==> src/rtl/mmio_console_fifo_if.sv <==
// Data-memory-port bus between processor/dmem/console and the MMIO console FIFO.
// master = surrounding system (processor, dmem, consumer); slave = the FIFO block.
interface mmio_console_fifo_if;
    logic [11:0] address_dmem;
    logic [31:0] data;
    logic        wren;
    logic [31:0] q_dmem;
    logic        dmem_wren;
    logic [31:0] q_proc;
    logic [7:0]  tx_data;
    logic        tx_valid;
    logic        tx_ready;
    logic        overflow;

    modport master (
        output address_dmem, data, wren, q_dmem, tx_ready,
        input  dmem_wren, q_proc, tx_data, tx_valid, overflow
    );

    modport slave (
        input  address_dmem, data, wren, q_dmem, tx_ready,
        output dmem_wren, q_proc, tx_data, tx_valid, overflow
    );
endinterface

==> src/rtl/mmio_console_fifo.sv <==
// MMIO console output stage: stores to ADDR_TX feed a byte FIFO drained over valid/ready.
// Define MMIO_CONSOLE_STATUS_EN to enable the status register at ADDR_STAT and the sticky overflow flag.
module mmio_console_fifo #(
    parameter int unsigned DEPTH     = 8,
    parameter logic [11:0] ADDR_TX   = 12'hFFF,
    parameter logic [11:0] ADDR_STAT = 12'hFFE
) (
    input logic                clock,
    input logic                reset,
    mmio_console_fifo_if.slave bus
);
    localparam int unsigned AW = $clog2(DEPTH);
    localparam int unsigned CW = AW + 1;

    logic [7:0]    mem_q [DEPTH];
    logic [AW-1:0] rd_ptr_q, rd_ptr_d;
    logic [AW-1:0] wr_ptr_q, wr_ptr_d;
    logic [CW-1:0] count_q, count_d;
    logic          hit_tx, push, pop, push_ok, full, empty;

    assign hit_tx  = (bus.address_dmem == ADDR_TX);
    assign full    = (count_q == CW'(DEPTH));
    assign empty   = (count_q == '0);
    assign push    = bus.wren & hit_tx;
    assign pop     = ~empty & bus.tx_ready;
    // A pop on the same edge frees the slot, so a full FIFO can still take the byte.
    assign push_ok = push & (~full | pop);

    assign bus.tx_valid = ~empty;
    assign bus.tx_data  = mem_q[rd_ptr_q];

    always_comb begin
        rd_ptr_d = rd_ptr_q;
        wr_ptr_d = wr_ptr_q;
        count_d  = count_q;
        if (pop)     rd_ptr_d = rd_ptr_q + 1'b1;
        if (push_ok) wr_ptr_d = wr_ptr_q + 1'b1;
        case ({push_ok, pop})
            2'b10:   count_d = count_q + 1'b1;
            2'b01:   count_d = count_q - 1'b1;
            default: count_d = count_q;
        endcase
    end

    always_ff @(posedge clock or posedge reset) begin
        if (reset) begin
            rd_ptr_q <= '0;
            wr_ptr_q <= '0;
            count_q  <= '0;
        end else begin
            rd_ptr_q <= rd_ptr_d;
            wr_ptr_q <= wr_ptr_d;
            count_q  <= count_d;
        end
    end

    // Storage carries no reset; only the pointers and count define what is valid.
    always_ff @(posedge clock) begin
        if (push_ok) mem_q[wr_ptr_q] <= bus.data[7:0];
    end

    logic [23:0] unused_data_hi;
    assign unused_data_hi = bus.data[31:8];

`ifdef MMIO_CONSOLE_STATUS_EN
    logic hit_stat, clr, ovf_q, ovf_d;

    assign hit_stat = (bus.address_dmem == ADDR_STAT);
    assign clr      = bus.wren & hit_stat & bus.data[0];

    // Set wins over clear so a drop on the clearing edge is not lost.
    always_comb begin
        ovf_d = ovf_q;
        if (clr)             ovf_d = 1'b0;
        if (push & ~push_ok) ovf_d = 1'b1;
    end

    always_ff @(posedge clock or posedge reset) begin
        if (reset) ovf_q <= 1'b0;
        else       ovf_q <= ovf_d;
    end

    assign bus.dmem_wren = bus.wren & ~hit_tx & ~hit_stat;
    assign bus.q_proc    = hit_stat ? {16'h0, 8'(count_q), 5'h0, ovf_q, full, empty}
                                    : bus.q_dmem;
    assign bus.overflow  = ovf_q;
`else
    logic unused_stat;
    assign unused_stat   = (bus.address_dmem == ADDR_STAT);

    assign bus.dmem_wren = bus.wren & ~hit_tx;
    assign bus.q_proc    = bus.q_dmem;
    assign bus.overflow  = 1'b0;
`endif
endmodule

==> src/flat_wrapper.sv <==
// flat-port wrapper written by rule: the top's interface ports become plain ports
module mmio_console_fifo_flat 
#(
    parameter int unsigned DEPTH     = 8,
    parameter logic [11:0] ADDR_TX   = 12'hFFF,
    parameter logic [11:0] ADDR_STAT = 12'hFFE
)
  (clock, reset, bus_address_dmem, bus_data, bus_wren, bus_q_dmem, bus_tx_ready, bus_dmem_wren, bus_q_proc, bus_tx_data, bus_tx_valid, bus_overflow);
  mmio_console_fifo_if bus_i ();
  input logic clock;
  input logic reset;
  input wire logic [$bits(bus_i.address_dmem)-1:0] bus_address_dmem;
  input wire logic [$bits(bus_i.data)-1:0] bus_data;
  input wire logic [$bits(bus_i.wren)-1:0] bus_wren;
  input wire logic [$bits(bus_i.q_dmem)-1:0] bus_q_dmem;
  input wire logic [$bits(bus_i.tx_ready)-1:0] bus_tx_ready;
  output wire logic [$bits(bus_i.dmem_wren)-1:0] bus_dmem_wren;
  output wire logic [$bits(bus_i.q_proc)-1:0] bus_q_proc;
  output wire logic [$bits(bus_i.tx_data)-1:0] bus_tx_data;
  output wire logic [$bits(bus_i.tx_valid)-1:0] bus_tx_valid;
  output wire logic [$bits(bus_i.overflow)-1:0] bus_overflow;
  assign bus_i.address_dmem = bus_address_dmem;
  assign bus_i.data = bus_data;
  assign bus_i.wren = bus_wren;
  assign bus_i.q_dmem = bus_q_dmem;
  assign bus_i.tx_ready = bus_tx_ready;
  assign bus_dmem_wren = bus_i.dmem_wren;
  assign bus_q_proc = bus_i.q_proc;
  assign bus_tx_data = bus_i.tx_data;
  assign bus_tx_valid = bus_i.tx_valid;
  assign bus_overflow = bus_i.overflow;
  mmio_console_fifo #(.DEPTH(DEPTH), .ADDR_TX(ADDR_TX), .ADDR_STAT(ADDR_STAT)) u_core (.clock(clock), .reset(reset), .bus(bus_i));
endmodule
==> config.mk <==
export PLATFORM = sky130hd
export DESIGN_NAME = mmio_console_fifo_flat
export DESIGN_NICKNAME = d
export VERILOG_FILES = /design/src/rtl/mmio_console_fifo_if.sv /design/src/rtl/mmio_console_fifo.sv /design/src/flat_wrapper.sv
export SDC_FILE = /design/constraint.sdc
export NUM_CORES = 1
export LEC_CHECK = 0
export CAP_MARGIN = 10
export CORE_UTILIZATION = 45
export DETAILED_ROUTE_END_ITERATION = 10
export GPL_TIMING_DRIVEN = 1
export PLACE_DENSITY_LB_ADDON = 0.2
export SLEW_MARGIN = 20
export SYNTH_ARGS = -nofsm -noshare
export SYNTH_HDL_FRONTEND = slang
export SYNTH_SLANG_ARGS = --single-unit
==> constraint.sdc <==
create_clock -name clock -period 5.58 [get_ports clock]
set_input_delay 0.837 -clock clock [delete_from_list [all_inputs] [get_ports clock]]
set_output_delay 0.837 -clock clock [all_outputs]
set_load 0.05 [all_outputs]
## After elaboration in Yosys (flattened, before gate mapping)

Memories as Yosys holds them, arrays and structs flattened.
Cells that the tools add are included.

- Memory bits (writable): 64
- Register bits: 10
- Word-level logic and storage cells: 25
- Output and inout bits: 43
- Input bits: 80
- Memories: 1

- Mux-type cells: 3
- Reductions and logical operators: 2
- Add/sub/neg operators: 4
- Bitwise operators: 8
- Eq/ne operators: 4

Memories:

| name | words | width | rd ports | clocked after memory_dff | wr ports | line | RTL |
|---|---|---|---|---|---|---|---|
| u_core.mem_q | 8 | 8 | 1 | 0 | 1 | mmio_console_fifo.sv:15 | `logic [7:0] mem_q [DEPTH];` |

Operators by type and width:

| cell | number |
|---|---|
| 12-bit equality test (second input constant) | 1 |
| 4-bit case mux with 2 select lines | 1 |
| 3-bit by 1-bit adder with 3-bit output (second input constant) | 2 |
| 4-bit by 1-bit adder with 4-bit output (second input constant) | 1 |
| 1-bit AND | 4 |
| 4-bit equality test (second input constant) | 1 |
| 4-bit zero test | 1 |
| 4-bit by 1-bit subtractor with 4-bit output (second input constant) | 1 |
| 1-bit inverter | 3 |
| 2-bit by 1-bit equality test with 1-bit output (second input constant) | 1 |
| 2-bit equality test (second input constant) | 1 |
| 1-bit two-way mux | 2 |
| 2-bit nonzero test | 1 |
| 1-bit OR | 1 |

## Depth between registers and ports, before layout

- Word-level depth: 7
- Gate-level depth with buffers: 11
- Depth with buffers taken out: 11

## Worst setup path before layout

Ideal clock, no wire load.

- Kind: input port to flip-flop
- Start point: in bus_address_dmem[7]
- End point: reg u_core.count_q[2]
- Setup time: 125 ps
- Slack: 2,997 ps
- Stages on the path: 10
- Required time: 5,455 ps
- Data arrival time: 2,457 ps
- Path buffers: 0
- Cell sequence: nand4_1 -> a211oi_1 -> nand2_1 -> ha_1 -> xor2_1 -> ha_1 -> a21oi_1 -> xor2_1 -> nor2_1 -> xor2_1

- Cells in the longest elaborated chain, start to end: 5
- Elaborated cells between the ends (all ways): 7
- Those cells by class: eq/ne (3); mux (1); bitwise (2); reduce/logical (1)

Ends and longest elaborated chain:

| item | line | RTL |
|---|---|---|
| from (decl) | flat_wrapper.sv:12 | `input wire logic [$bits(bus_i.address_dmem)-1:0] bus_address_dmem;` |
| 12-bit equality test * | mmio_console_fifo.sv:21 | `assign hit_tx = (bus.address_dmem == ADDR_TX);` |
| 1-bit AND * | mmio_console_fifo.sv:24 | `assign push = bus.wren & hit_tx;` |
| 1-bit AND * | mmio_console_fifo.sv:27 | `assign push_ok = push & (~full \| pop);` |
| 2-bit by 1-bit equality test with 1-bit output or 2-bit equality test (tied branches) | mmio_console_fifo.sv:38 | `case ({push_ok, pop})` |
| 4-bit case mux with 2 select lines or 2-bit nonzero test (tied branches) | - |  |
| to (signal assigned) | mmio_console_fifo.sv:53 | `count_q <= count_d;` |
| to (decl) | mmio_console_fifo.sv:18 | `logic [CW-1:0] count_q, count_d;` |

Mark *: on every way between the ends. The rest lies on a longest branch, timed or not.
A chain may end at the register's enable or synchronous reset.

## Worst setup path in the final report

- Start point: reg u_core.rd_ptr_q[0]
- End point: out bus_tx_data[2]

- Cells in the longest elaborated chain, start to end: 1

Ends and longest elaborated chain:

| item | line | RTL |
|---|---|---|
| from (decl) | mmio_console_fifo.sv:16 | `logic [AW-1:0] rd_ptr_q, rd_ptr_d;` |
| from (signal assigned) | mmio_console_fifo.sv:51 | `rd_ptr_q <= rd_ptr_d;` |
| memory read 8 x 8 bit | - |  |
| to (decl) | flat_wrapper.sv:19 | `output wire logic [$bits(bus_i.tx_data)-1:0] bus_tx_data;` |

Every way passes these cells.

==> run metrics <==
Antenna Diode Count 0; Buf+Inv Stages, Crit Path 1; sum of overflow across all layers after global routing 0; count of boundary I/O pins 123; fraction of layout instances using a drive strength above 1 0.117; routed length per instance 19.9 um; placer congestion estimate 0.693; Clock transition at path regs 0.07 ns; number of slew-limit violations in the final report 0; worst hold margin 0.487 ns; measured slew at the worst slew-check pin 0.991 ns; library cell used as clock root buffer sky130_fd_sc_hd__clkbuf_8; data required time of the critical path 4.74 ns; placeable core region 0.00725 mm^2; kind of cell adding the most delay to the critical path flip-flops; Remaining DRCs 0; Data arrival, critical path 2.94 ns; maximum capacitance violations 0; path category of the worst min-delay check reg -> reg; hold wc startpoint u_core.count_q[3]; highest-delay cell along the critical path sky130_fd_sc_hd__dfrtp_1; number of flops mapped to enable cells by yosys 64; fraction of the core area covered by cells at the end of the flow 0.511; IO Port Bufs 33; H-tree level count 3; ratio of total power to cell area 441 mW/mm^2; total clock buffers created by CTS 9; floorplan die area 0.00783 mm^2; result of the run finished clean; commonest cells after routing, fill and taps aside 64 x sky130_fd_sc_hd__edfxtp_1, 33 x sky130_fd_sc_hd__clkdlybuf4s50_1, 16 x sky130_fd_sc_hd__mux4_1; antenna-violating nets left 0; post-CTS sizing 0; Synth Warn # 0; total global routing track utilization 0.166; site row count 31; commonest register cell after synthesis sky130_fd_sc_hd__edfxtp_1; number of instances on the worst hold path 1; average cell area after synthesis 17.2 um^2; insertion delay of the later-clocked pin in the worst-skew pair 0.33 ns; Layout Area Growth over Synthesis 10.3%; cell area after technology mapping 0.00336 mm^2; Worst Reg-to-Reg Cells 11; maximum root-to-sink buffer count 2; Critical Path Start Type register; clock group share of total power 0.229; hold violation count in the final report 0; relative max-transition margin 0.337; maximum fanout along the worst path 18; number of vias per cell after detailed routing 5.39; proportion of synthesized flip-flops having asynchronous set or reset 0.135; WS Path Type reg -> out; destination of the worst register-to-register timing path u_core.count_q[2]; number of setup violations in the final report 0; CTS tree done; switching power share of the total 0.331; flip-flop and latch count after synthesis 74; count of distinct cell types in the synthesized netlist 29; maximum number of pins on one net before global-route repair 19; cell count after synthesis 196; Worst Hold Path EP u_core.count_q[3]; Clock Sinks 74; worst setup margin 1.81 ns; via count of the first global-routing pass 1682; net switching power of the design 541 uW; Crit Reg-Reg Startpoint u_core.count_q[1]; part of the power in registers 0.442; Die H 88.5 um; peak clock frequency supported by timing 265 MHz; violation count after the first detailed-routing iteration 37; Critical Path Sink Type output port; number of iterations in the first detailed-routing pass 4; clock period minus final worst setup slack 3.77 ns; number of buffers inserted by hold repair at cts 0; cells along the critical path mux4_1, mux2_2, clkdlybuf4s50_1; Final HPWL DP 4030 um; floorplan die width 88.5 um; Lkg Pwr 0.00126 uW; post-CTS setup buffer count 0; Placed Instance Area 0.00354 mm^2; number of antenna violations at the first check in global routing 0; worst setup slack after placement 2.13 ns; reg-to-reg slack, setup 3.06 ns; Total Negative Setup Slacks 0 ns; via count 1639; internal power 1100 uW; part of the Yosys area used for sequential elements 0.646; detailed-route wire length 6060 um; portion of the clock cycle consumed by the worst path in the final layout 0.676; worst ir drop on vdd 0.169 mV; final setup skew 0.00683 ns; most frequent standard cell in the layout excluding fill and tap cells sky130_fd_sc_hd__edfxtp_1; summed area of non-filler cells in the final layout 0.00371 mm^2; RSZ-0062 raised after global routing no; wire length of the first global-routing pass 8940 um; Largest stage delay, worst path 0.97 ns; net count after synthesis 281; part of the power in combinational logic 0.329; net count of the finished layout 287; Initial Utilization 0.464
[logic make-up (layout without fill, tap and decap cells)]
| logic type | count (synthesis) | count (layout) | synth area share |
|---|---|---|---|
| mux | 27 | 27 | 0.162 |
| simple gates | 33 | 33 | 0.0476 |
| compound gates | 6 | 6 | 0.0119 |
| other cells | 1 | 1 | 0.00111 |
| fa+ha+maj | 5 | 5 | 0.0186 |
| flops | 74 | 74 | 0.646 |
| buf+inv | 41 | 50 | 0.0900 |
| xor+xnor | 9 | 9 | 0.0234 |
[state kept, by name, summed over array words and instances (netlist names)]
name / flops
u_core.count_q: 4
u_core.mem_q: 64
u_core.rd_ptr_q: 3
u_core.wr_ptr_q: 3
[worst max path at each step]
stage | from | to | cells past startpoint
global route | u_core.rd_ptr_q[0] | bus_tx_data[1] | 3
CTS | u_core.rd_ptr_q[0] | bus_tx_data[2] | 3
detailed placement | u_core.rd_ptr_q[0] | bus_tx_data[2] | 3
floorplan | bus_address_dmem[7] | u_core.count_q[2] | 10
finish | u_core.rd_ptr_q[0] | bus_tx_data[2] | 3
global placement | u_core.rd_ptr_q[0] | bus_tx_data[4] | 3
[through the flow]
stage	power, uW	cells
2_1_floorplan	1200	196
3_3_place_gp	1260	290
3_5_place_dp	1280	290
4_1_cts	1650	304
5_1_grt	1710	304
6_report	1640	304
[metal layers]
layer / track usage / part of all wire / routed length (um) / vias up
met4: 0.113 / 0.042 / 257 / 0
met2: 0.262 / 0.50 / 3020 / 66
met1: 0.201 / 0.40 / 2400 / 810
met5: 0 / 0 / 0 / -
met3: 0.0429 / 0.065 / 394 / 28
li1: - / - / - / 735
[final cells by class]
class | count | area, um^2
Clock buffer | 10 | 128
Clock inverter | 4 | 45.0
Fill cell | 585 | 3540
Inverter | 3 | 11.3
Multi-Input combinational cell | 81 | 900
Sequential cell | 74 | 2170
Tap cell | 99 | 124
Timing Repair Buffer | 33 | 330
[power by group through the flow]
stage               combinational (uW)  sequential (uW)  clock, uW
global placement                   527              733          0
CTS                                544              725        381
floorplan                          540              661          0
detailed placement                 541              738          0
finish                             539              723        375
global route                       573              733        405
[cells in the mapped netlist, types with 2 or more instances]
master | n | area share
sky130_fd_sc_hd__xor2_1 | 3 | 0.0078
sky130_fd_sc_hd__nand4_1 | 3 | 0.0056
sky130_fd_sc_hd__nand2b_1 | 4 | 0.0074
sky130_fd_sc_hd__a211oi_1 | 2 | 0.0045
sky130_fd_sc_hd__nor3_1 | 4 | 0.0060
sky130_fd_sc_hd__edfxtp_1 | 64 | 0.57
sky130_fd_sc_hd__nand3_1 | 3 | 0.0045
sky130_fd_sc_hd__nand2_1 | 5 | 0.0056
sky130_fd_sc_hd__mux2_2 | 11 | 0.037
sky130_fd_sc_hd__dfrtp_1 | 10 | 0.074
sky130_fd_sc_hd__xnor2_1 | 6 | 0.016
sky130_fd_sc_hd__mux4_1 | 16 | 0.12
sky130_fd_sc_hd__ha_1 | 5 | 0.019
sky130_fd_sc_hd__buf_4 | 33 | 0.074
sky130_fd_sc_hd__nor2_1 | 11 | 0.012
sky130_fd_sc_hd__inv_1 | 3 | 0.0033
Note: power is estimated with default switching activity, not from simulation.
==> RTL edit (config.mk and constraints unchanged) <==
Add a define of `MMIO_CONSOLE_STATUS_EN`.
--- a/src/rtl/mmio_console_fifo.sv
+++ b/src/rtl/mmio_console_fifo.sv
@@ -1,5 +1,7 @@
 // MMIO console output stage: stores to ADDR_TX feed a byte FIFO drained over valid/ready.
 // Define MMIO_CONSOLE_STATUS_EN to enable the status register at ADDR_STAT and the sticky overflow flag.
+`define MMIO_CONSOLE_STATUS_EN
+
 module mmio_console_fifo #(
     parameter int unsigned DEPTH     = 8,
     parameter logic [11:0] ADDR_TX   = 12'hFFF,
Behaviour: not the same (Yosys sat finds a counterexample within 4 cycles, from zero or initial values and one cycle with reset high).
==> RTL edit against the unedited design <==
Sequential cell count grew 1; cell count grew 38%; total power grew 15%; synthesized area grew 1.5%; synthesized cell count grew 7.1%; wire length grew 17%; final area grew 28%; count of clock-buffer cells in the layout shrank 1; worst setup slack lost 0.54 ns; clock skew shrank 0.0012 ns; critical endpoint is now bus_q_proc[11].
==> RTL edit: results (changes against the unedited design) <==
| Metric | Value |
|---|---|
| Worst-path fanout max | 11 (-7) |
| IO buf count | 98 (+200%) |
| Dpl hpwl | 5.07 mm (+26%) |
| Status | finished, final reports clean |
| Synth Area in Adders | 0.0205 (+0.00193) |
| Buffers, non-clock | 101 (+210%) |
| Synth unique cells | 37 (+28%) |
| Share of layout cells above drive strength 1 | 0.182 (+0.0647) |
| Post-route cell area | 4750 um2 (+28%) |
| Post-synthesis mux area share | 0.169 (+0.00722) |
| Rel. slew slack | 0.377 (+0.0395) |
| Leak | 1.66 nW (+32%) |
| Met1 wire length | 3.12 mm (+30%) |
| Crit path arrival time | 3.47 ns (+0.53 ns) |
| Sw Share | 0.345 (+0.0144) |
| Clock Network Area Fraction | 0.0472 (+0.000625) |
| Pwr/cell area | 397 nW/um2 (-10%) |
| Via count | 2158 (+32%) |
| Seq/total area | 0.463 (-0.123) |
| Comb group | 0.723 mW (+34%) |
| Max VDD drop | 0.159 mV (-5.5%) |
| Post-synth ARST share | 0.147 (+0.0115) |
| Synth Area in Compound Gates | 0.0172 (+0.00533) |
| Post-placement cell area | 4520 um2 (+28%) |
| First-pass GRT wire length | 11.0 mm (+23%) |
| XOR/XNOR share of the synthesized area | 0.0154 (-0.00803) |
| Area of the multi-input gates | 1170 um2 (+30%) |
| Number of fillers in the final layout | 561 (-4.1%) |
| Largest net degree at the start of global routing | 19 (unchanged) |
| Vias per inst | 5.16 (-4.2%) |
| Final wirelength | 7.10 mm (+17%) |
| Multi-In Gates | 118 (+46%) |
| Clock network power share | 0.241 (+0.012) |
| Post-synth top cells | edfxtp_1 (64), nor2b_1 (25), mux4_2 (16) |
| Clk sinks | 75 (+1.4%) |
| Share of the yosys chip area belonging to registers | 0.644 (-0.00190) |
| Tot GR Track Use | 0.194 (+0.0286) |
| Nets | 399 (+39%) |
| Routed length on met2 | 3.56 mm (+18%) |
| Placer Congestion | 0.775 (+12%) |
| Worst Skew | 0.00559 ns (-0.00124 ns) |
| Post-Syn Area per Cell | 16.3 um2 (-5.3%) |
| Syn nets | 295 (+5.0%) |
==> RTL edit: critical path, cell delays in order <==
cell             delay [ns]
clkdlybuf4s50_1        0.45
nand4_1                0.26
nor4_4                 0.59
buf_4                  0.27
mux2_2                 0.34
clkdlybuf4s50_1        0.72
==> RTL edit: worst paths after layout <==
check	startpoint	slack [ns]	end	cells after the start
worst max-delay path	bus_address_dmem[11]	1.27	bus_q_proc[11]	6
worst max register to register	u_core.count_q[0]	2.77	u_core.count_q[3]	9
worst min register to register	u_core.wr_ptr_q[0]	0.53	u_core.wr_ptr_q[0]	1
min in group asynchronous	reset	0.80	u_core.rd_ptr_q[0]	2
worst min-delay path	u_core.wr_ptr_q[0]	0.53	u_core.wr_ptr_q[0]	1
max in group asynchronous	reset	4.48	u_core.count_q[3]	2
==> RTL edit: routing by layer <==
metal	vias up	GRT usage
li1	1014	-
met1	1068	0.250
met2	69	0.315
met3	7	0.0619
met4	0	0.0635
met5	-	0
